### config.mk
export PLATFORM = sky130hd
export DESIGN_NAME = axis_flit_deserializer
export DESIGN_NICKNAME = d
export VERILOG_FILES = /design/src/rtl/axis_flit_deserializer.sv
export SDC_FILE = /design/constraint.sdc
export NUM_CORES = 1
export LEC_CHECK = 0
export CAP_MARGIN = 20
export CORE_MARGIN = 3
export CORE_UTILIZATION = 50
export CTS_BUF_LIST = sky130_fd_sc_hd__clkbuf_2 sky130_fd_sc_hd__clkbuf_4 sky130_fd_sc_hd__clkbuf_8
export DETAILED_ROUTE_END_ITERATION = 12
export PLACE_DENSITY = 0.82
export SLEW_MARGIN = 20
export SYNTH_ARGS = -nofsm -noshare
export SYNTH_HDL_FRONTEND = slang
export SYNTH_SLANG_ARGS = --single-unit
### constraint.sdc
create_clock -name clk -period 2.6 [get_ports clk]
set_input_delay 0.78 -clock clk [delete_from_list [all_inputs] [get_ports clk]]
set_output_delay 0.78 -clock clk [all_outputs]
set_load 0.1 [all_outputs]
### src/rtl/axis_flit_deserializer.sv
// Reassembles SERIALIZATION_FACTOR narrow NoC flits into one AXI-stream beat,
// with sticky framing-error flags and recovery that resynchronises on the next tail flit.
module axis_flit_deserializer #(
    parameter int TDATA_WIDTH          = 32,
    parameter int TDEST_WIDTH          = 4,
    parameter int SERIALIZATION_FACTOR = 4
) (
    input  logic                                   clk,
    input  logic                                   rst_n,
    input  logic                                   flit_in_tvalid,
    output logic                                   flit_in_tready,
    input  logic [TDATA_WIDTH/SERIALIZATION_FACTOR-1:0] flit_in_tdata,
    input  logic [TDEST_WIDTH-1:0]                 flit_in_tdest,
    input  logic                                   flit_in_tlast,
    input  logic                                   flit_in_ttail,
    output logic                                   axis_out_tvalid,
    input  logic                                   axis_out_tready,
    output logic [TDATA_WIDTH-1:0]                 axis_out_tdata,
    output logic [TDEST_WIDTH-1:0]                 axis_out_tdest,
    output logic                                   axis_out_tlast,
    output logic [2:0]                             err_status
);

    localparam int FLIT_WIDTH = TDATA_WIDTH / SERIALIZATION_FACTOR;
    localparam int IDX_W      = (SERIALIZATION_FACTOR > 1) ? $clog2(SERIALIZATION_FACTOR) : 1;
    localparam logic [IDX_W-1:0] LAST_IDX = IDX_W'(SERIALIZATION_FACTOR - 1);

    typedef enum logic {ASSEMBLE, RESYNC} state_e;

    state_e                   state_q, state_d;
    logic [IDX_W-1:0]         idx_q, idx_d;
    logic [TDATA_WIDTH-1:0]   asm_q, asm_d;
    logic [TDEST_WIDTH-1:0]   capDest_q, capDest_d;
    logic                     capLast_q, capLast_d;
    logic                     outValid_q, outValid_d;
    logic [TDATA_WIDTH-1:0]   outData_q, outData_d;
    logic [TDEST_WIDTH-1:0]   outDest_q, outDest_d;
    logic                     outLast_q, outLast_d;
    logic [2:0]               err_q, err_d;
    logic                     lastIdx;
    logic                     flitAccept;

    assign lastIdx        = (idx_q == LAST_IDX);
    // Only the completing flit needs the output register free (or draining this cycle).
    assign flit_in_tready = (state_q == RESYNC) || !lastIdx || !outValid_q || axis_out_tready;
    assign flitAccept     = flit_in_tvalid && flit_in_tready;

    assign axis_out_tvalid = outValid_q;
    assign axis_out_tdata  = outData_q;
    assign axis_out_tdest  = outDest_q;
    assign axis_out_tlast  = outLast_q;
    assign err_status      = err_q;

    always_comb begin
        state_d    = state_q;
        idx_d      = idx_q;
        asm_d      = asm_q;
        capDest_d  = capDest_q;
        capLast_d  = capLast_q;
        outValid_d = outValid_q;
        outData_d  = outData_q;
        outDest_d  = outDest_q;
        outLast_d  = outLast_q;
        err_d      = err_q;

        if (outValid_q && axis_out_tready) begin
            outValid_d = 1'b0;
        end

        if (flitAccept) begin
            if (state_q == RESYNC) begin
                if (flit_in_ttail) begin
                    state_d = ASSEMBLE;
                    idx_d   = '0;
                end
            end else begin
                for (int k = 0; k < SERIALIZATION_FACTOR; k++) begin
                    if (idx_q == IDX_W'(k)) begin
                        asm_d[k*FLIT_WIDTH +: FLIT_WIDTH] = flit_in_tdata;
                    end
                end

                if (idx_q == '0) begin
                    capDest_d = flit_in_tdest;
                    capLast_d = flit_in_tlast;
                end else if ((flit_in_tdest != capDest_q) || (flit_in_tlast != capLast_q)) begin
                    err_d[2] = 1'b1;
                end

                // err_status bit order is {dest, long, short}.
                if (lastIdx) begin
                    idx_d = '0;
                    if (flit_in_ttail) begin
                        outValid_d = 1'b1;
                        outData_d  = asm_d;
                        outDest_d  = capDest_d;
                        outLast_d  = capLast_d;
                    end else begin
                        err_d[1] = 1'b1;
                        state_d  = RESYNC;
                    end
                end else if (flit_in_ttail) begin
                    err_d[0] = 1'b1;
                    idx_d    = '0;
                end else begin
                    idx_d = idx_q + 1'b1;
                end
            end
        end
    end

    always_ff @(posedge clk) begin
        if (!rst_n) begin
            state_q    <= ASSEMBLE;
            idx_q      <= '0;
            asm_q      <= '0;
            capDest_q  <= '0;
            capLast_q  <= 1'b0;
            outValid_q <= 1'b0;
            outData_q  <= '0;
            outDest_q  <= '0;
            outLast_q  <= 1'b0;
            err_q      <= '0;
        end else begin
            state_q    <= state_d;
            idx_q      <= idx_d;
            asm_q      <= asm_d;
            capDest_q  <= capDest_d;
            capLast_q  <= capLast_d;
            outValid_q <= outValid_d;
            outData_q  <= outData_d;
            outDest_q  <= outDest_d;
            outLast_q  <= outLast_d;
            err_q      <= err_d;
        end
    end

endmodule

After elaboration in Yosys (flattened, before gate mapping)
Index checks and enable logic that the tools add are counted.

word-level totals
  RAM bits = 0
  bits in read-only memories = 0
  bits in latches = 0
  logic and storage cells = 56
  register bits after elaboration = 81
  output and inout bits = 42
  memories kept = 0

cells by class
  multiplexer cells = 18
  order comparisons = 0
  add/sub/neg operators = 1
  divide/modulo/power cells = 0
  shifts and indexed selects = 0
  $mul = 0
  bitwise gates (word level) = 4
  equal/unequal tests = 6
  reduce and logical (&&, ||, !) cells = 15

operators by type and width
  cell                 number
  $mux 8               4
  $reduce_and 4->1     4
  $mux 1               9
  $mux 2               4
  $eq 2x2->1 const B   2
  $logic_or 1x1->1     4
  $mux 4               1
  $ne 4x4->1           1
  $not 1->1            4
  $reduce_and 2->1     2
  $add 2x1->2 const B  1
  $eq 2x1->1 const B   1
  $logic_and 1x1->1    2
  $logic_not 1->1      2
  $logic_not 2->1      1
  $ne 2x2->1 const B   1
  $ne 1x1->1           1

Depth between registers and ports, before layout
Gate-level depths: netlist of the first run.

  depth after elaboration = 7
  depth in mapped cells = 7
  mapped depth without buffers = 5

Worst setup path before layout of the first run
OpenSTA, ideal clock, no wires.

  kind = register to output
  from = reg outValid_q (netlist: axis_out_tvalid)
  to = out flit_in_tready
  data required time = 1820 ps
  stages on the path, launching flop included = 4
  path buffers = 1
  arrival time = 1995 ps
  setup slack = -175 ps
  path through = dfxtp_1 and2b_1 buf_2 nand2_1

between the ends
  cells in the longest elaborated chain, start to end = 3

ends and longest elaborated chain
  what                           RTL line  text
  from (decl)                    35        logic outValid_q, outValid_d;
  from (signal assigned)         130       outValid_q <= outValid_d;
  $logic_not 1->1                45        assign flit_in_tready = (state_q == RESYNC) || !lastIdx || !outValid_q || axis_out_tready;
  $logic_or 1x1->1 (2 in a row)  45
  to (decl)                      11        output logic flit_in_tready,

Every way passes these cells.

Worst setup path in the final report of the first run
  from = reg idx_q[0]
  to = out flit_in_tready

between the ends
  cells in the longest elaborated chain, start to end = 5

ends and longest elaborated chain
  what                           RTL line  text
  from (decl)                    31        logic [IDX_W-1:0] idx_q, idx_d;
  from (signal assigned)         126       idx_q <= idx_d;
  $eq 2x2->1                     43        assign lastIdx = (idx_q == LAST_IDX);
  $logic_not 1->1                45
  $logic_or 1x1->1 (3 in a row)  45

Every way passes these cells.

==> impl_results.md, run 1 <==
* Status: finished clean
* NumNets Final at 454
* Synth Area in Adders at 1.32%
* Worst Path Required at 1.82 ns
* Core Region at 0.00733 mm2
* Seq cells post-synth at 81
* Slew headroom at 58.8%
* Die height at 93.2 um
* Combinational Power Share at 10.1%
* Post-Synth Simple-Gate Area at 9.71%
* Die width at 93.2 um
* CP endpoint kind: output port
* Die area at 0.00868 mm2
* Tot Pwr at 2.46 mW
* PwrDens at 541 mW/mm2
* Slowest stage delay, CP at 0.38 ns
* Share of cells above drive strength 1 at 24.1%
* Cell count after synthesis at 384
* Reg clk slew, reported paths at 0.08 ns
* Vias per std cell at 5.83
* Largest family of logic cells by synthesized area: compound AO/OA/AOI/OAI gates
* Cell Chain, Critical Path: ha_1 > nor2b_1 > nand2_2 > buf_12
* DR vias at 3,118
* Vias in the first global route at 2,964
* WHS at 0.459 ns
* Grt total ovfl at 0
* Met2 Use GR at 37.7%
* Fill count at 604
* Avg Synthesized Cell Area at 9.90 um2
* Worst path slowest cell: dfxtp_1
* Num ports at 60
* Final hold violation count at 0
* Clk Latency, worst-skew pair at 0.35 ns
* M3 GR Usage at 3.54%
* Largest net degree at the start of global routing at 39
* Post-synthesis xor/xnor area fraction at 1.15%
* Setup Skew at 0.0101 ns
* RSZ-0062 raised after global routing: no
* Rows at 31
* Synthesized area at 0.00380 mm2
* Post-DR wirelength/cell at 17.5 um
* Hpwl dp at 6.32 mm
* Clock Path Buffers at 2
* Antenna Nets Post-Route at 0
* Final setup fails at 0
* CP Launch Type: flip-flop
* Initial antenna violation count at 0
* Switching share of power at 24.6%
* N_diodes at 0
* Initial DRC Count at 200
* RePlAce Congestion at 0.867
* Final period util at 88.7%
* Port bufs at 59
* H-tree depth at 3
* Power share of the clock group at 37.9%
* Int Pwr at 1.86 mW
* First-pass GRT wire length at 15.3 mm
* CTS root buf: clkbuf_8
* DRT Pass-1 Iters at 4
* CTS tree: yes
* Setup TNS at 0 ns
* Initial Utilization at 51.9%
* Critical path type: reg -> out
* Synth cell types at 39
* Post-Syn Nets at 406
* Worst EP arrival at 1.53 ns
* Worst-margin pin slew at 0.617 ns
* Worst Hold Class: reg -> reg
* Residual DRC at 0
* CTS Buf Count at 9
* Syn. warnings at 0
* Final WL at 9.34 mm
* Area grow syn2layout at 19.7%
* Seq/Total Area, Yosys at 42.7%
* Max-slew violations at 0
* Mux share of post-synthesis cell area at 15.3%
* Sequential share of power at 52.0%
* LEAKAGE at 1.78 nW
* Max-Cap Viols at 0
* Peak VDD IR at 0.329 mV
* Met1 Track Usage GR at 29.7%
* Post-synthesis compound-gate area fraction at 22.5%
* Min Tclk post-route at 2.31 ns
* Max Clk Rate at 433 MHz
* Switching power at 0.607 mW
* Total GRT Usage at 22.7%
* Busiest grt layer: met2
* Largest fanout on the critical path at 4
* CTS sink cnt at 81
metal layers:
metal / wire, um / vias to the layer above
met2: 4550 / 92
met3: 552 / 15
li1: - / 1509
met4: 167 / 0
met1: 4060 / 1502
met5: 0 / -
cells in the final DEF, fill, tap and decap left out, drive strengths merged:
master / n
dfxtp: 81
buf: 61
mux2i: 58
a31oi: 40
a211oi: 38
nand2: 37
nand3: 19
o21ai: 16
a21oi: 16
clkdlybuf4s50: 16
clkbuf: 12
inv: 7
xor2: 5
ha: 4
and3b: 3
nand3b: 3
nor3: 3
nor2: 2
clkinv: 2
and2b: 2
nor2b: 1
nand2b: 1
a2111o: 1
a221oi: 1
o22ai: 1
a311oi: 1
o32ai: 1
o21a: 1
a41oi: 1
bufinv: 1
dlymetal6s2s: 1
worst max-delay path, delay by kind of cell (launching register included):
family	cells	cell delay, ns
and+or+nand+nor	2	0.42
buffers and inverters	1	0.19
DFF	1	0.38
adders and majority gates	1	0.18
power by group through the flow:
stage                     sequential (mW)  combinational, mW  clock, mW
after CTS                            1.28              0.247      0.943
after global placement               1.31              0.240          0
final                                1.28              0.249      0.933
after floorplan                      1.33              0.142          0
after detailed placement             1.31              0.247          0
after global routing                 1.28              0.266      0.994
what timing repair did:
action	in CTS	in global routing
hold buffers	0	0
endpoints found under the setup margin	1	1
pin swaps	0	0
buffers inserted	0	0
resized for setup	1	1
layout make-up:
| class | count | area [um2] | area share [%] |
|---|---|---|---|
| clock buffer | 12 | 159 | 3.49 |
| clock inverter | 3 | 40.0 | 0.880 |
| inverter | 7 | 26.3 | 0.578 |
| multi-input combinational | 255 | 1910 | 42.0 |
| sequential | 81 | 1620 | 35.7 |
| tap | 99 | 124 | 2.72 |
| timing repair buffer | 78 | 668 | 14.7 |
sequential cells by signal (all words and copies together), names as in the netlist:
register,count
asm_q,32
axis_out_tdata,32
axis_out_tdest,4
capDest_q,4
err_status,3
idx_q,2
axis_out_tlast,1
axis_out_tvalid,1
capLast_q,1
state_q,1
stage by stage:
stage / cells / setup WS (ns) / utilization (%) / cell area (um2)
6_report: 535 / 0.293 / 62.0 / 4550
5_1_grt: 535 / 0.238 / 62.0 / 4550
3_5_place_dp: 520 / -0.0350 / 59.3 / 4340
4_1_cts: 535 / 0.00349 / 62.0 / 4550
3_3_place_gp: 520 / -0.0430 / 59.3 / 4340
2_1_floorplan: 384 / 0.0193 / - / 3800
cells in the mapped netlist:
cell type | instances | area share (%)
nor3_1 | 2 | 0.26
and2b_1 | 1 | 0.20
nand3_4 | 1 | 0.46
dfxtp_1 | 81 | 43
buf_2 | 16 | 2.1
buf_4 | 3 | 0.59
a2111o_1 | 1 | 0.30
o21a_1 | 1 | 0.20
o21ai_0 | 16 | 2.1
inv_2 | 1 | 0.099
buf_1 | 1 | 0.099
nor2b_1 | 1 | 0.16
a41oi_1 | 1 | 0.23
a211oi_1 | 18 | 3.6
a221oi_1 | 1 | 0.23
nand2b_1 | 1 | 0.16
and3b_1 | 3 | 0.69
o22ai_1 | 1 | 0.16
buf_8 | 2 | 0.79
inv_1 | 6 | 0.59
nand3b_4 | 1 | 0.53
clkbuf_2 | 1 | 0.13
nand2_1 | 37 | 3.7
nand3_2 | 1 | 0.26
buf_6 | 6 | 1.8
and2b_2 | 1 | 0.23
a311oi_1 | 1 | 0.23
o32ai_1 | 1 | 0.23
a21oi_1 | 16 | 2.1
xor2_1 | 5 | 1.2
clkbuf_1 | 12 | 1.2
a31oi_1 | 40 | 6.6
ha_1 | 4 | 1.3
nor3_2 | 1 | 0.26
nor2_1 | 2 | 0.20
mux2i_1 | 58 | 15
nand3_1 | 17 | 2.2
a211oi_2 | 20 | 6.6
nand3b_1 | 2 | 0.39
path summary, 6_finish.rpt:
| kind | start | endpoint | slack (ns) | cells past startpoint |
|---|---|---|---|---|
| worst max-delay path | idx_q[0] | flit_in_tready | 0.29 | 4 |
| worst min-delay path | asm_q[14] | asm_q[14] | 0.46 | 2 |
| worst max register to register | idx_q[0] | asm_q[4] | 0.74 | 4 |
| worst min register to register | asm_q[14] | asm_q[14] | 0.46 | 2 |
cell families after synthesis:
logic type / after synthesis
simple gates: 71
flops: 81
xor+xnor: 5
compound gates: 117
mux: 58
fa+ha+maj: 4
buf+inv: 48
Note: power is estimated with default switching activity, not from simulation.
==> inputs of run 2 (changes only) <==
Settings changed: CORE_ASPECT_RATIO set to 1.1.
==> run 2 against run 1 <==
Global-route usage shrank 0.18 points. Critical endpoint unchanged. Routed wire length fell by 0.29%. Largest power group unchanged. Cell area about the same. Non-clock buffer count rose by 1.
==> impl_results.md, run 2 (synthesis results as in run 1) <==
* CP Launch Type: flip-flop
* # placed instances at 506
* CP startpoint: idx_q[0]
* Worst path slowest cell: dfxtp_1
* Total GRT Usage at 22.5%
* RR Startpoint: idx_q[0]
* Final setup fails at 0
* Max-slew violations at 0
* Hold path depth at 2
* Initial Utilization at 52.7%
* Rows at 32
* Reg clk slew, reported paths at 0.07 ns
* RePlAce Congestion at 0.902
* Max-Cap Viols at 0
* Final period util at 89.1%
* Share of cells above drive strength 1 at 24.3%
* Setup Skew at 0.00490 ns
* Hold path startpoint: asm_q[0]
* Fill count at 580
* CP endpoint kind: output port
* First-pass GRT wire length at 15.3 mm
* Die height at 97.4 um
* Max Clk Rate at 431 MHz
* DRT Pass-1 Iters at 5
* H-tree depth at 3
* Die area at 0.00869 mm2
* PwrDens at 539 mW/mm2
* Die width at 89.1 um
* Buffers & Inverters on Critical Path at 1
* Commonest non-fill, non-tap cell in the layout: dfxtp_1
* Min Tclk post-route at 2.32 ns
* Clk Latency, worst-skew pair at 0.35 ns
* RSZ-0062 raised after global routing: no
* Worst Hold Class: reg -> reg
* Post-DR wirelength/cell at 17.8 um
* CTS Buf Count at 9
* CTS sink cnt at 81
* Core Region at 0.00721 mm2
* Final hold violation count at 0
* Num ports at 60
* CTS root buf: clkbuf_8
* Top cell family by delay on the critical path: simple AND/OR/NAND/NOR gates
* Largest net degree at the start of global routing at 33
* Crit path depth at 4
* Worst-margin pin slew at 0.623 ns
* Worst EP arrival at 1.54 ns
* N_diodes at 0
* Initial DRC Count at 151
* Port bufs at 59
* Hpwl dp at 6.28 mm
* Clock Path Buffers at 2
* Tot Pwr at 2.45 mW
* DR vias at 3,146
* Cell Chain, Critical Path: ha_1 > nor2b_1 > nand2_2 > buf_12
* Peak VDD IR at 0.267 mV
* NumNets Final at 455
* Largest fanout on the critical path at 4
* Worst Path Required at 1.82 ns
* Most frequent cells in the layout: dfxtp_1 (80), mux2i_1 (58), buf_4 (58)
* Status: finished clean
* Fin cells at 522
* Vias per std cell at 6.03
* LEAKAGE at 1.80 nW
* Vias in the first global route at 3,131
* Slowest stage delay, CP at 0.38 ns
* Area grow syn2layout at 19.7%
* Slew headroom at 58.5%
* Initial antenna violation count at 0
* Critical path type: reg -> out
* Residual DRC at 0
* Antenna Nets Post-Route at 0
* Grt total ovfl at 0
* Final WL at 9.31 mm
* CTS tree: yes
* Worst reg2reg path depth at 6
==> run 2: worst paths after layout <==
kind               endpoint  slack, ns
max          flit_in_tready       0.28
max reg2reg        asm_q[3]       0.78
min reg2reg        asm_q[0]       0.46
min                asm_q[0]       0.46
==> run 2: area by class of cell <==
| cell class | instances | area, um2 | area share, % |
|---|---|---|---|
| Sequential cell | 81 | 1620 | 35.7 |
| Clock inverter | 3 | 40.0 | 0.880 |
| Clock buffer | 12 | 159 | 3.49 |
| Timing Repair Buffer | 79 | 688 | 15.1 |
| Inverter | 7 | 26.3 | 0.577 |
| Multi-Input combinational cell | 255 | 1910 | 41.9 |
| Tap cell | 85 | 106 | 2.34 |
==> run 2: metrics by stage <==
stage	utilization [%]	TNS [ns]	hold WS, ns	cell area (um2)	worst slack [ns]
finish	63.1	0	0.464	4550	0.282
global route	63.1	0	0.489	4550	0.161
CTS	63.0	0	0.468	4540	0.0175
detailed placement	60.2	-0.0198	0.455	4340	-0.0198
global placement	60.2	-0.0235	0.445	4340	-0.0235
floorplan	-	0	0.438	3800	0.0193
==> run 2: where the power goes <==
part / leakage [nW] / switching, mW / internal (mW)
logic: 1.03 / 0.155 / 0.0961
registers: 0.656 / 0.0154 / 1.26
clock network: 0.106 / 0.427 / 0.499
==> run 2: worst reg2reg max path, delay by kind of cell (launching register included) <==
family	cells	cell delay, ns
buffers and inverters	2	0.51
AND/OR/NAND/NOR	2	0.44
flip-flops	1	0.38
multiplexers	1	0.24
adder cells (fa/ha/maj)	1	0.18
==> run 2: routing by layer <==
| layer | vias up | part of all wire, % | track usage (%) |
|---|---|---|---|
| li1 | 1513 | - | - |
| met1 | 1511 | 43 | 28.7 |
| met2 | 101 | 49 | 36.9 |
| met3 | 21 | 5.5 | 3.65 |
| met4 | 0 | 2.5 | 9.74 |
| met5 | - | 0 | 0 |
==> run 2: what timing repair did <==
action	4_1_cts	5_1_grt
hold buffers	0	0
buffers inserted	0	1
endpoints found under the setup margin	1	1
resized for setup	1	1
==> inputs of run 3 (changes only) <==
Settings changed: SLEW_MARGIN 20 to not set.
==> results of run 3 <==
The final DEF is identical to that of run 2; final timing and power are the same.
